### config.mk
export PLATFORM = sky130hd
export DESIGN_NAME = ddr_addr_to_index_flat
export DESIGN_NICKNAME = d
export VERILOG_FILES = /design/src/rtl/ddr_addr_to_index_pkg.sv /design/src/rtl/ddr_addr_to_index_if.sv /design/src/rtl/ddr_addr_to_index_div_step.sv /design/src/rtl/ddr_addr_to_index.sv /design/src/flat_wrapper.sv
export SDC_FILE = /design/constraint.sdc
export NUM_CORES = 1
export LEC_CHECK = 0
export CORE_MARGIN = 10
export CORE_UTILIZATION = 30
export CTS_CLUSTER_DIAMETER = 50
export DETAILED_ROUTE_END_ITERATION = 16
export DONT_BUFFER_PORTS = 1
export PLACE_DENSITY = 0.48
export SLEW_MARGIN = 20
export SYNTH_ARGS = -nofsm -noshare
export SYNTH_HDL_FRONTEND = slang
export SYNTH_SLANG_ARGS = --single-unit
### constraint.sdc
create_clock -name clk -period 3.4 [get_ports clk]
set_input_delay 0.68 -clock clk [delete_from_list [all_inputs] [get_ports clk]]
set_output_delay 0.68 -clock clk [all_outputs]
set_load 0.01 [all_outputs]
### src/rtl/ddr_addr_to_index_pkg.sv
`default_nettype none
// +----------------------------------------------------------------------+
// | ddr_index_pkg : DDR word address <-> line index shared constants     |
// | Rev 1.0                                                              |
// +----------------------------------------------------------------------+
package ddr_index_pkg;

  localparam int ADDR_W    = 12;
  localparam int INDEX_W   = 10;
  localparam int STRIDE    = 6;
  localparam int INDEX_MAX = 680;
  localparam int OFF_W     = 3;
  localparam int OOR_BASE  = STRIDE * INDEX_MAX;

  localparam int REM_W     = $clog2(STRIDE) + 1;
  localparam int CNT_W     = $clog2(ADDR_W + 1);

  typedef enum logic [1:0] {
    IDLE = 2'd0,
    DIV  = 2'd1,
    DONE = 2'd2
  } state_t;

endpackage
`default_nettype wire

### src/rtl/ddr_addr_to_index_if.sv
`default_nettype none
// +----------------------------------------------------------------------+
// | ddr_addr_to_index_if : address-in / index-out handshake bundle       |
// | Rev 1.0                                                              |
// +----------------------------------------------------------------------+
interface ddr_addr_to_index_if;
  import ddr_index_pkg::*;

  logic               in_valid;
  logic               in_ready;
  logic [ADDR_W-1:0]  in_addr;
  logic               out_valid;
  logic               out_ready;
  logic [INDEX_W-1:0] out_index;
  logic [OFF_W-1:0]   out_offset;
  logic               out_oor;
  logic               busy;

  modport slave (
    input  in_valid, in_addr, out_ready,
    output in_ready, out_valid, out_index, out_offset, out_oor, busy
  );

  modport master (
    output in_valid, in_addr, out_ready,
    input  in_ready, out_valid, out_index, out_offset, out_oor, busy
  );

endinterface
`default_nettype wire

### src/rtl/ddr_addr_to_index_div_step.sv
`default_nettype none
// +----------------------------------------------------------------------+
// | ddr_div_step : one combinational radix-2 restoring divide step       |
// | Rev 1.0                                                              |
// +----------------------------------------------------------------------+
module ddr_div_step
  import ddr_index_pkg::*;
(
  input  wire logic [REM_W-1:0] i_rem,
  input  wire logic             i_bit,
  output logic      [REM_W-1:0] o_rem,
  output logic                  o_q
);

  localparam logic [REM_W-1:0] c_STRIDE = REM_W'(STRIDE);

  logic [REM_W-1:0] w_shift;

  // Incoming remainder is always < STRIDE, so its top bit is free to shift out.
  assign w_shift = {i_rem[REM_W-2:0], i_bit};
  assign o_q     = (w_shift >= c_STRIDE);
  assign o_rem   = o_q ? (w_shift - c_STRIDE) : w_shift;

endmodule
`default_nettype wire

### src/rtl/ddr_addr_to_index.sv
`default_nettype none
// +----------------------------------------------------------------------+
// | ddr_addr_to_index : DDR word address -> line index / sub-word offset |
// | Rev 1.0                                                              |
// +----------------------------------------------------------------------+
module ddr_addr_to_index
  import ddr_index_pkg::*;
(
  input  wire logic          clk,
  input  wire logic          reset_n,
  ddr_addr_to_index_if.slave bus
);

  localparam logic [ADDR_W-1:0]  c_OOR_BASE  = ADDR_W'(OOR_BASE);
  localparam logic [INDEX_W-1:0] c_INDEX_MAX = INDEX_W'(INDEX_MAX);
  localparam logic [CNT_W-1:0]   c_CNT_LAST  = CNT_W'(ADDR_W);
  localparam logic [CNT_W-1:0]   c_CNT_ONE   = CNT_W'(1);

  state_t             r_state;
  logic [ADDR_W-1:0]  r_addr;
  logic [REM_W-1:0]   r_rem;
  logic [INDEX_W-1:0] r_quot;
  logic [CNT_W-1:0]   r_cnt;
  logic               r_oor;
  logic               r_out_valid;
  logic [INDEX_W-1:0] r_out_index;
  logic [OFF_W-1:0]   r_out_offset;
  logic               r_out_oor;

  logic               w_in_ready;
  logic               w_accept;
  logic [ADDR_W-1:0]  w_addr_shl;
  logic               w_bit;
  logic [REM_W-1:0]   w_rem_next;
  logic               w_q;

  assign w_in_ready = (r_state == IDLE) || ((r_state == DONE) && bus.out_ready);
  assign w_accept   = bus.in_valid && w_in_ready;

  // MSB-first dividend bit for the current step
  assign w_addr_shl = r_addr << r_cnt;
  assign w_bit      = w_addr_shl[ADDR_W-1];

  ddr_div_step u_step (
    .i_rem (r_rem),
    .i_bit (w_bit),
    .o_rem (w_rem_next),
    .o_q   (w_q)
  );

  // Quotient never exceeds 682, so only INDEX_W bits are kept; the upper
  // quotient bits shifted out are always zero.
  always_ff @(posedge clk or negedge reset_n) begin
    if (!reset_n) begin
      r_state      <= IDLE;
      r_addr       <= '0;
      r_rem        <= '0;
      r_quot       <= '0;
      r_cnt        <= '0;
      r_oor        <= 1'b0;
      r_out_valid  <= 1'b0;
      r_out_index  <= '0;
      r_out_offset <= '0;
      r_out_oor    <= 1'b0;
    end else begin
      case (r_state)
        IDLE: ;
        DIV: begin
          // ADDR_W steps, then one edge to register the result
          if (r_cnt == c_CNT_LAST) begin
            r_out_valid  <= 1'b1;
            r_out_index  <= r_oor ? c_INDEX_MAX : r_quot;
            r_out_offset <= r_oor ? '0 : r_rem[OFF_W-1:0];
            r_out_oor    <= r_oor;
            r_state      <= DONE;
          end else begin
            r_rem  <= w_rem_next;
            r_quot <= {r_quot[INDEX_W-2:0], w_q};
            r_cnt  <= r_cnt + c_CNT_ONE;
          end
        end
        DONE: begin
          if (bus.out_ready) begin
            r_out_valid <= 1'b0;
            r_state     <= IDLE;
          end
        end
        default: r_state <= IDLE;
      endcase

      // A new accept overrides the IDLE/DONE transition above
      if (w_accept) begin
        r_addr  <= bus.in_addr;
        r_oor   <= (bus.in_addr >= c_OOR_BASE);
        r_rem   <= '0;
        r_quot  <= '0;
        r_cnt   <= '0;
        r_state <= DIV;
      end
    end
  end

  assign bus.in_ready   = w_in_ready;
  assign bus.out_valid  = r_out_valid;
  assign bus.out_index  = r_out_index;
  assign bus.out_offset = r_out_offset;
  assign bus.out_oor    = r_out_oor;
  assign bus.busy       = (r_state == DIV);

endmodule
`default_nettype wire

### src/flat_wrapper.sv
// flat-port wrapper written by rule: the top's interface ports become plain ports
module ddr_addr_to_index_flat import ddr_index_pkg::*;
  (clk, reset_n, bus_in_valid, bus_in_addr, bus_out_ready, bus_in_ready, bus_out_valid, bus_out_index, bus_out_offset, bus_out_oor, bus_busy);
  ddr_addr_to_index_if bus_i ();
  input  wire logic clk;
  input  wire logic reset_n;
  input wire logic [$bits(bus_i.in_valid)-1:0] bus_in_valid;
  input wire logic [$bits(bus_i.in_addr)-1:0] bus_in_addr;
  input wire logic [$bits(bus_i.out_ready)-1:0] bus_out_ready;
  output wire logic [$bits(bus_i.in_ready)-1:0] bus_in_ready;
  output wire logic [$bits(bus_i.out_valid)-1:0] bus_out_valid;
  output wire logic [$bits(bus_i.out_index)-1:0] bus_out_index;
  output wire logic [$bits(bus_i.out_offset)-1:0] bus_out_offset;
  output wire logic [$bits(bus_i.out_oor)-1:0] bus_out_oor;
  output wire logic [$bits(bus_i.busy)-1:0] bus_busy;
  assign bus_i.in_valid = bus_in_valid;
  assign bus_i.in_addr = bus_in_addr;
  assign bus_i.out_ready = bus_out_ready;
  assign bus_in_ready = bus_i.in_ready;
  assign bus_out_valid = bus_i.out_valid;
  assign bus_out_index = bus_i.out_index;
  assign bus_out_offset = bus_i.out_offset;
  assign bus_out_oor = bus_i.out_oor;
  assign bus_busy = bus_i.busy;
  ddr_addr_to_index u_core (.clk(clk), .reset_n(reset_n), .bus(bus_i));
endmodule
==> Word level (Yosys, flattened, before mapping) <==
Cells that the tools add are included.
{ "totals": {"regBits": 47, "mem_bits_ro": 0, "latch_bits": 0, "elab_cells": 53, "ram_bits": 0, "memories": 0, "input_bits": 16, "output_inout_bits": 17} }
{ "classes": {"n_shift": 1, "eq_ne": 9, "reduce_logical": 10, "bitwise_logic": 0, "addsub": 2, "div_mod_pow": 0, "n_mul": 0, "order_cmp": 2, "muxes": 19} }
{ "op_table": {"columns": ["op", "n"], "rows": [
  ["10-bit 2-to-1 mux", 4],
  ["3-bit 2-to-1 mux", 5],
  ["12-bit >= comparator (second input constant)", 1],
  ["4-bit 2-to-1 mux", 3],
  ["12-bit by 4-bit << shifter with 12-bit output", 1],
  ["2-bit 2-to-1 mux", 3],
  ["2-bit by 1-bit inequality test with 1-bit output (second input constant)", 3],
  ["2-bit case mux with 3 select lines", 1],
  ["3-bit AND reduction", 2],
  ["4-bit by 1-bit adder with 4-bit output (second input constant)", 1],
  ["4-bit == test (second input constant)", 1],
  ["4-bit by 3-bit >= comparator with 1-bit output (second input constant)", 1],
  ["2-bit AND reduction", 2],
  ["2-bit nonzero test", 2],
  ["3-bit by 1-bit inequality test with 1-bit output (second input constant)", 1],
  ["3-bit by 2-bit inequality test with 1-bit output (second input constant)", 1],
  ["3-bit subtractor (second input constant)", 1],
  ["2-bit by 1-bit == test with 1-bit output (second input constant)", 1],
  ["2-bit == test (second input constant)", 1],
  ["1-bit logical AND", 2],
  ["2-bit logical NOT", 1],
  ["1-bit 2-to-1 mux", 2],
  ["2-bit inequality test (second input constant)", 1],
  ["1-bit case mux with 2 select lines", 1],
  ["1-bit logical OR", 1]
]} }

==> Longest topological paths before layout <==
{ "depth": {"ltp_word": 6, "ltp_mapped": 9, "depth_no_buf": 6} }

==> By module <==
A second synthesis with hierarchy kept.
{ "hier_totals": {"hier_cells": 220, "hier_area_um2": 2393.5} }
{ "modules_own_cells": {"columns": ["module", "seq_area_each_um2", "cells_each", "area_each_um2", "n_inst"], "rows": [
  ["ddr_addr_to_index", 1201.2, 210, 2317.2, 1],
  ["ddr_div_step", 0.0, 10, 76.3, 1]
]} }

==> Worst setup path before layout <==
OpenSTA, ideal clock, no wires.
{ "synth_path": {"path_kind": "reg-to-reg", "startpoint": "register u_core.r_state[1]", "endpoint": "register u_core.r_out_index[5], in the netlist u_core.bus.out_index[5]", "setup_ps": 134, "arrival_time_ps": 1476, "path_stages_with_launch": 8, "path_buffers": 2, "synth_period_minus_slack_ps": 1610, "required_time_ps": 3266, "slack_ps": 1790, "path_cell_list": "dfrtp_1 > inv_1 > ha_1 > buf_2 > nand4_1 > clkbuf_1 > nand2_1 > o21ai_0"} }
{ "synth_via": {"elab_chain_len": 2} }
{ "synth_rtl": {"columns": ["element", "line_no", "text"], "rows": [
  ["from (decl)", "ddr_addr_to_index.sv:19", "state_t r_state;"],
  ["from (signal assigned)", "ddr_addr_to_index.sv:55", "r_state <= IDLE;"],
  ["from (signal assigned)", "ddr_addr_to_index.sv:75", "r_state <= DONE;"],
  ["from (signal assigned)", "ddr_addr_to_index.sv:85", "r_state <= IDLE;"],
  ["2-bit by 1-bit == test with 1-bit output", null, null],
  ["via bus_busy", "flat_wrapper.sv:15", "output wire logic [$bits(bus_i.busy)-1:0] bus_busy;"],
  ["2-bit AND reduction (no source line)", null, null],
  ["to (signal assigned)", "ddr_addr_to_index.sv:72", "r_out_index <= r_oor ? c_INDEX_MAX : r_quot;"],
  ["to (decl)", "ddr_addr_to_index.sv:26", "logic [INDEX_W-1:0] r_out_index;"]
]} }
The timed path passes the listed nets, and every way through them passes these cells.
A chain may end at the register's enable or synchronous reset.

==> Worst setup path after layout <==
{ "layout_path": {"startpoint": "register u_core.r_cnt[0]", "endpoint": "register u_core.r_quot[0]"} }
{ "layout_via": {"elab_chain_len": 5, "elab_cells_between_ends": 8, "classes_between": "order compare (1); eq/ne (2); shift (1); mux (3); reduce/logical (1)"} }
{ "layout_rtl": {"columns": ["element", "line_no", "text"], "rows": [
  ["from (decl)", "ddr_addr_to_index.sv:23", "logic [CNT_W-1:0] r_cnt;"],
  ["from (signal assigned)", "ddr_addr_to_index.sv:79", "r_cnt <= r_cnt + c_CNT_ONE;"],
  ["12-bit by 4-bit << shifter with 12-bit output", "ddr_addr_to_index.sv:41", "assign w_addr_shl = r_addr << r_cnt;"],
  ["4-bit by 3-bit >= comparator with 1-bit output", "ddr_addr_to_index_div_step.sv:21", "assign o_q = (w_shift >= c_STRIDE);"],
  ["10-bit 2-to-1 mux", "ddr_addr_to_index.sv:70", "if (r_cnt == c_CNT_LAST) begin"],
  ["10-bit 2-to-1 mux", "ddr_addr_to_index.sv:66", "case (r_state)"],
  ["10-bit 2-to-1 mux", "ddr_addr_to_index.sv:92", "if (w_accept) begin"],
  ["to (signal assigned)", "ddr_addr_to_index.sv:78", "r_quot <= {r_quot[INDEX_W-2:0], w_q};"],
  ["to (decl)", "ddr_addr_to_index.sv:22", "logic [INDEX_W-1:0] r_quot;"]
]} }
Several ways; a longest one is shown, not always the timed one. The select of a mux whose other input is x is not followed.

==> out/results.ini <==
[timing]
fin_crit_ns=2.05
relSlewSlack=0.565
slew_violations=0
worst_slew_pin_slew_ns=0.652
hold_viol=0
tns_ns=0
period_share=0.604
rsz0062_at_grt=no
max_freq_mhz=487
setup_viol=0
fin_worst_skew_ns=0.00961
finalWorstSetupSlack_ns=1.35

[drt]
vias=1487
drc_errors=0
wl_um=4510
wl_per_cell_um=14.0
dr.pass1.iters=4
drt_iter0_drc=95
antenna_left=0
routed_via_density=4.62

[grt]
grt_max_degree=48
antenna_found_initial=0
grt-ovfl-total=0
grt_pass1_wl_um=7720
grt_pass1_vias=1516
grt_usage=0.0846

[min_path]
hold_path.class=input pin to async pin

[synth]
async_flop_share=1.00
ys.flop_type=dfrtp_1
synth_edf_count=0
seq_area_frac_synth=0.545
netlist_area_um2=2160
avgSynthCellArea_um2=9.42
yosysWarnings=0
synth_cell_types=33
ys_ff_latch=47
synth_cells=229
syn_nets=250

[worst_setup_path]
crit_type=register to register
crit_fanout=19
cp.required_ns=3.56
critPathMaxStageDelay_ns=0.56
crit_arrival_ns=2.22
slowest_stage=dfrtp_1
worstSetupEndpointType=register
cp-start-kind=register
crit_chain=inv_1, ha_1, nand3_1, nand2_1, a211oi_1, nor3_1

[layout]
multi_input_area_um2=891
fin_nets=246
register_area_um2=1180
drive_gt1_frac=0.0575
area_growth_syn_to_layout_pct=8.29
layoutNonFillerInstCount=322
antenna_cells=0
finalInstanceArea_um2=2340
num-fill-cells=769

[cts]
cts_root_buf=clkbuf_8
cts_buffer_depth=2
cts_resized=0
clk_pin_slew_ns=0.09
clk_latency_ns=0.30
ctsHoldBuffers=0
cts_made_buffers=5
cts_tree=yes
htreeDepth=2
postCtsSetupRepairBufs=0
clkSinkCount=47

[placement]
pre_cts_ws_ns=1.34
portBuffers=0
dp_cells=314
dp_hpwl_um=3050
place_area_um2=2220
routabilityCongestion=0.753

[floorplanning]
die_area_um2=11000
die_h_um=105
start_util=0.313
rows=30
num_io_pins=33
die-width_um=105
coreArea_um2=6910

[flow_run]
drv_cap=0

[power]
power_density_nw_per_um2=781
finalPower_mw=1.82
p_leak_nw=1.05
ir_worst_vdd_v=0.000241

[run_status]
status=complete, no violations

-- registers in the layout, summed over array words and instances, names as in the netlist --
register	flops
u_core.bus.out_index	10
u_core.bus.out_offset	3
u_core.bus.out_oor	1
u_core.bus.out_valid	1
u_core.r_addr	12
u_core.r_cnt	4
u_core.r_oor	1
u_core.r_quot	10
u_core.r_rem	3
u_core.r_state	2
-- placed cells by master (no fill, tap or decap) --
| cell | Yosys | final |
|---|---|---|
| nand2_1 | 73 | 73 |
| dfrtp_1 | 47 | 47 |
| o21ai_0 | 14 | 14 |
| nor2_1 | 12 | 12 |
| a21oi_1 | 12 | 12 |
| nand2b_1 | 9 | 9 |
| inv_1 | 6 | 6 |
| ha_1 | 5 | 5 |
| clkbuf_8 | 0 | 5 |
| nand3_1 | 4 | 4 |
| nor3_1 | 4 | 4 |
| nor2b_1 | 3 | 3 |
| nand4_1 | 3 | 3 |
| and2_1 | 2 | 2 |
| xor2_1 | 2 | 2 |
| mux2i_1 | 2 | 2 |
| o31ai_1 | 2 | 2 |
| a211oi_1 | 2 | 2 |
| mux4_2 | 2 | 2 |
| a32o_1 | 2 | 2 |
| buf_4 | 1 | 2 |
| a21o_1 | 1 | 1 |
| and3_1 | 1 | 1 |
| nand3b_1 | 1 | 1 |
| a31oi_1 | 1 | 1 |
| o211ai_1 | 1 | 1 |
| o311a_1 | 1 | 1 |
| mux2_2 | 1 | 1 |
| o221ai_1 | 1 | 1 |
| xnor2_1 | 1 | 1 |
| mux4_1 | 1 | 1 |
| clkinv_4 | 0 | 1 |
| clkinv_2 | 0 | 1 |
| bufinv_16 | 0 | 1 |
-- critical path, delay by kind of cell (launching register included) --
| family | cells | cell delay, ns |
|---|---|---|
| adder cells (fa/ha/maj) | 1 | 0.22 |
| AND/OR/NAND/NOR | 3 | 0.66 |
| buffers and inverters | 1 | 0.08 |
| AO/OA/AOI/OAI | 1 | 0.39 |
| flip-flops | 1 | 0.56 |
-- cells by family (layout without fill, tap and decap cells) --
| logic type | Yosys count | in the layout | share of synthesized area |
|---|---|---|---|
| muxes | 6 | 6 | 0.0475 |
| buffers and inverters | 19 | 16 | 0.0423 |
| DFF | 47 | 47 | 0.545 |
| xor gates and xnor gates | 3 | 3 | 0.0122 |
| adders and majority gates | 5 | 5 | 0.0290 |
| AOI/OAI and AO/OA | 37 | 37 | 0.102 |
| and+or+nand+nor | 112 | 112 | 0.222 |
-- synth_stat cells, drive strengths merged (2+ instances only) --
cell type | number | share of area
and2 | 2 | 0.0058
xor2 | 2 | 0.0081
a32o | 2 | 0.0093
mux2i | 2 | 0.0093
a21oi | 12 | 0.028
dfrtp | 47 | 0.54
clkbuf | 4 | 0.0070
buf | 9 | 0.025
o31ai | 2 | 0.0070
nand3 | 4 | 0.0093
o21ai | 14 | 0.032
nand2 | 73 | 0.13
nand2b | 9 | 0.026
ha | 5 | 0.029
mux4 | 3 | 0.033
nor2b | 3 | 0.0087
inv | 6 | 0.010
nor3 | 4 | 0.0093
nor2 | 12 | 0.021
nand4 | 3 | 0.0087
a211oi | 2 | 0.0070
-- power by group --
group          internal (mW)  switching, mW
Clock                  0.219          0.194
Combinational          0.241          0.331
Sequential             0.708          0.132
-- metal layers --
metal,vias up,global-route usage,share of wire
li1,748,-,-
met2,32,0.125,0.44
met3,5,0.0332,0.065
met1,702,0.108,0.48
met5,-,0,0
met4,0,0.0333,0.012
-- final timing paths --
path                                         startpoint                                   to  slack [ns]  cells after the start
max in group asynchronous                       reset_n         u_core.r_addr[9]$_DFFE_PN0P_        3.24                      0
setup / recovery            u_core.r_cnt[0]$_DFFE_PN0P_         u_core.r_quot[0]$_DFFE_PN0P_        1.35                      6
min in group clk           u_core.r_addr[8]$_DFFE_PN0P_         u_core.r_addr[8]$_DFFE_PN0P_        0.48                      2
setup reg to reg            u_core.r_cnt[0]$_DFFE_PN0P_         u_core.r_quot[0]$_DFFE_PN0P_        1.35                      6
hold / removal                                  reset_n  u_core.bus.out_index[0]$_DFFE_PN0P_        0.06                      0
hold reg to reg            u_core.r_addr[8]$_DFFE_PN0P_         u_core.r_addr[8]$_DFFE_PN0P_        0.48                      2
-- through the flow --
| step | hold WS (ns) | util |
|---|---|---|
| floorplan | 0.384 | - |
| global placement | 0.387 | 0.322 |
| detailed placement | 0.387 | 0.322 |
| CTS | 0.0466 | 0.338 |
| global route | 0.0415 | 0.338 |
| finish | 0.0629 | 0.338 |
-- layout make-up --
class / instances / area share
inverters: 6 / 0.00964
repair buffers: 2 / 0.00642
well taps: 96 / 0.0514
flip-flops and latches: 47 / 0.503
clock inverters: 3 / 0.0187
multi-input cells: 163 / 0.381
clock buffers: 5 / 0.0294
(Power assumes the default switching activity.)
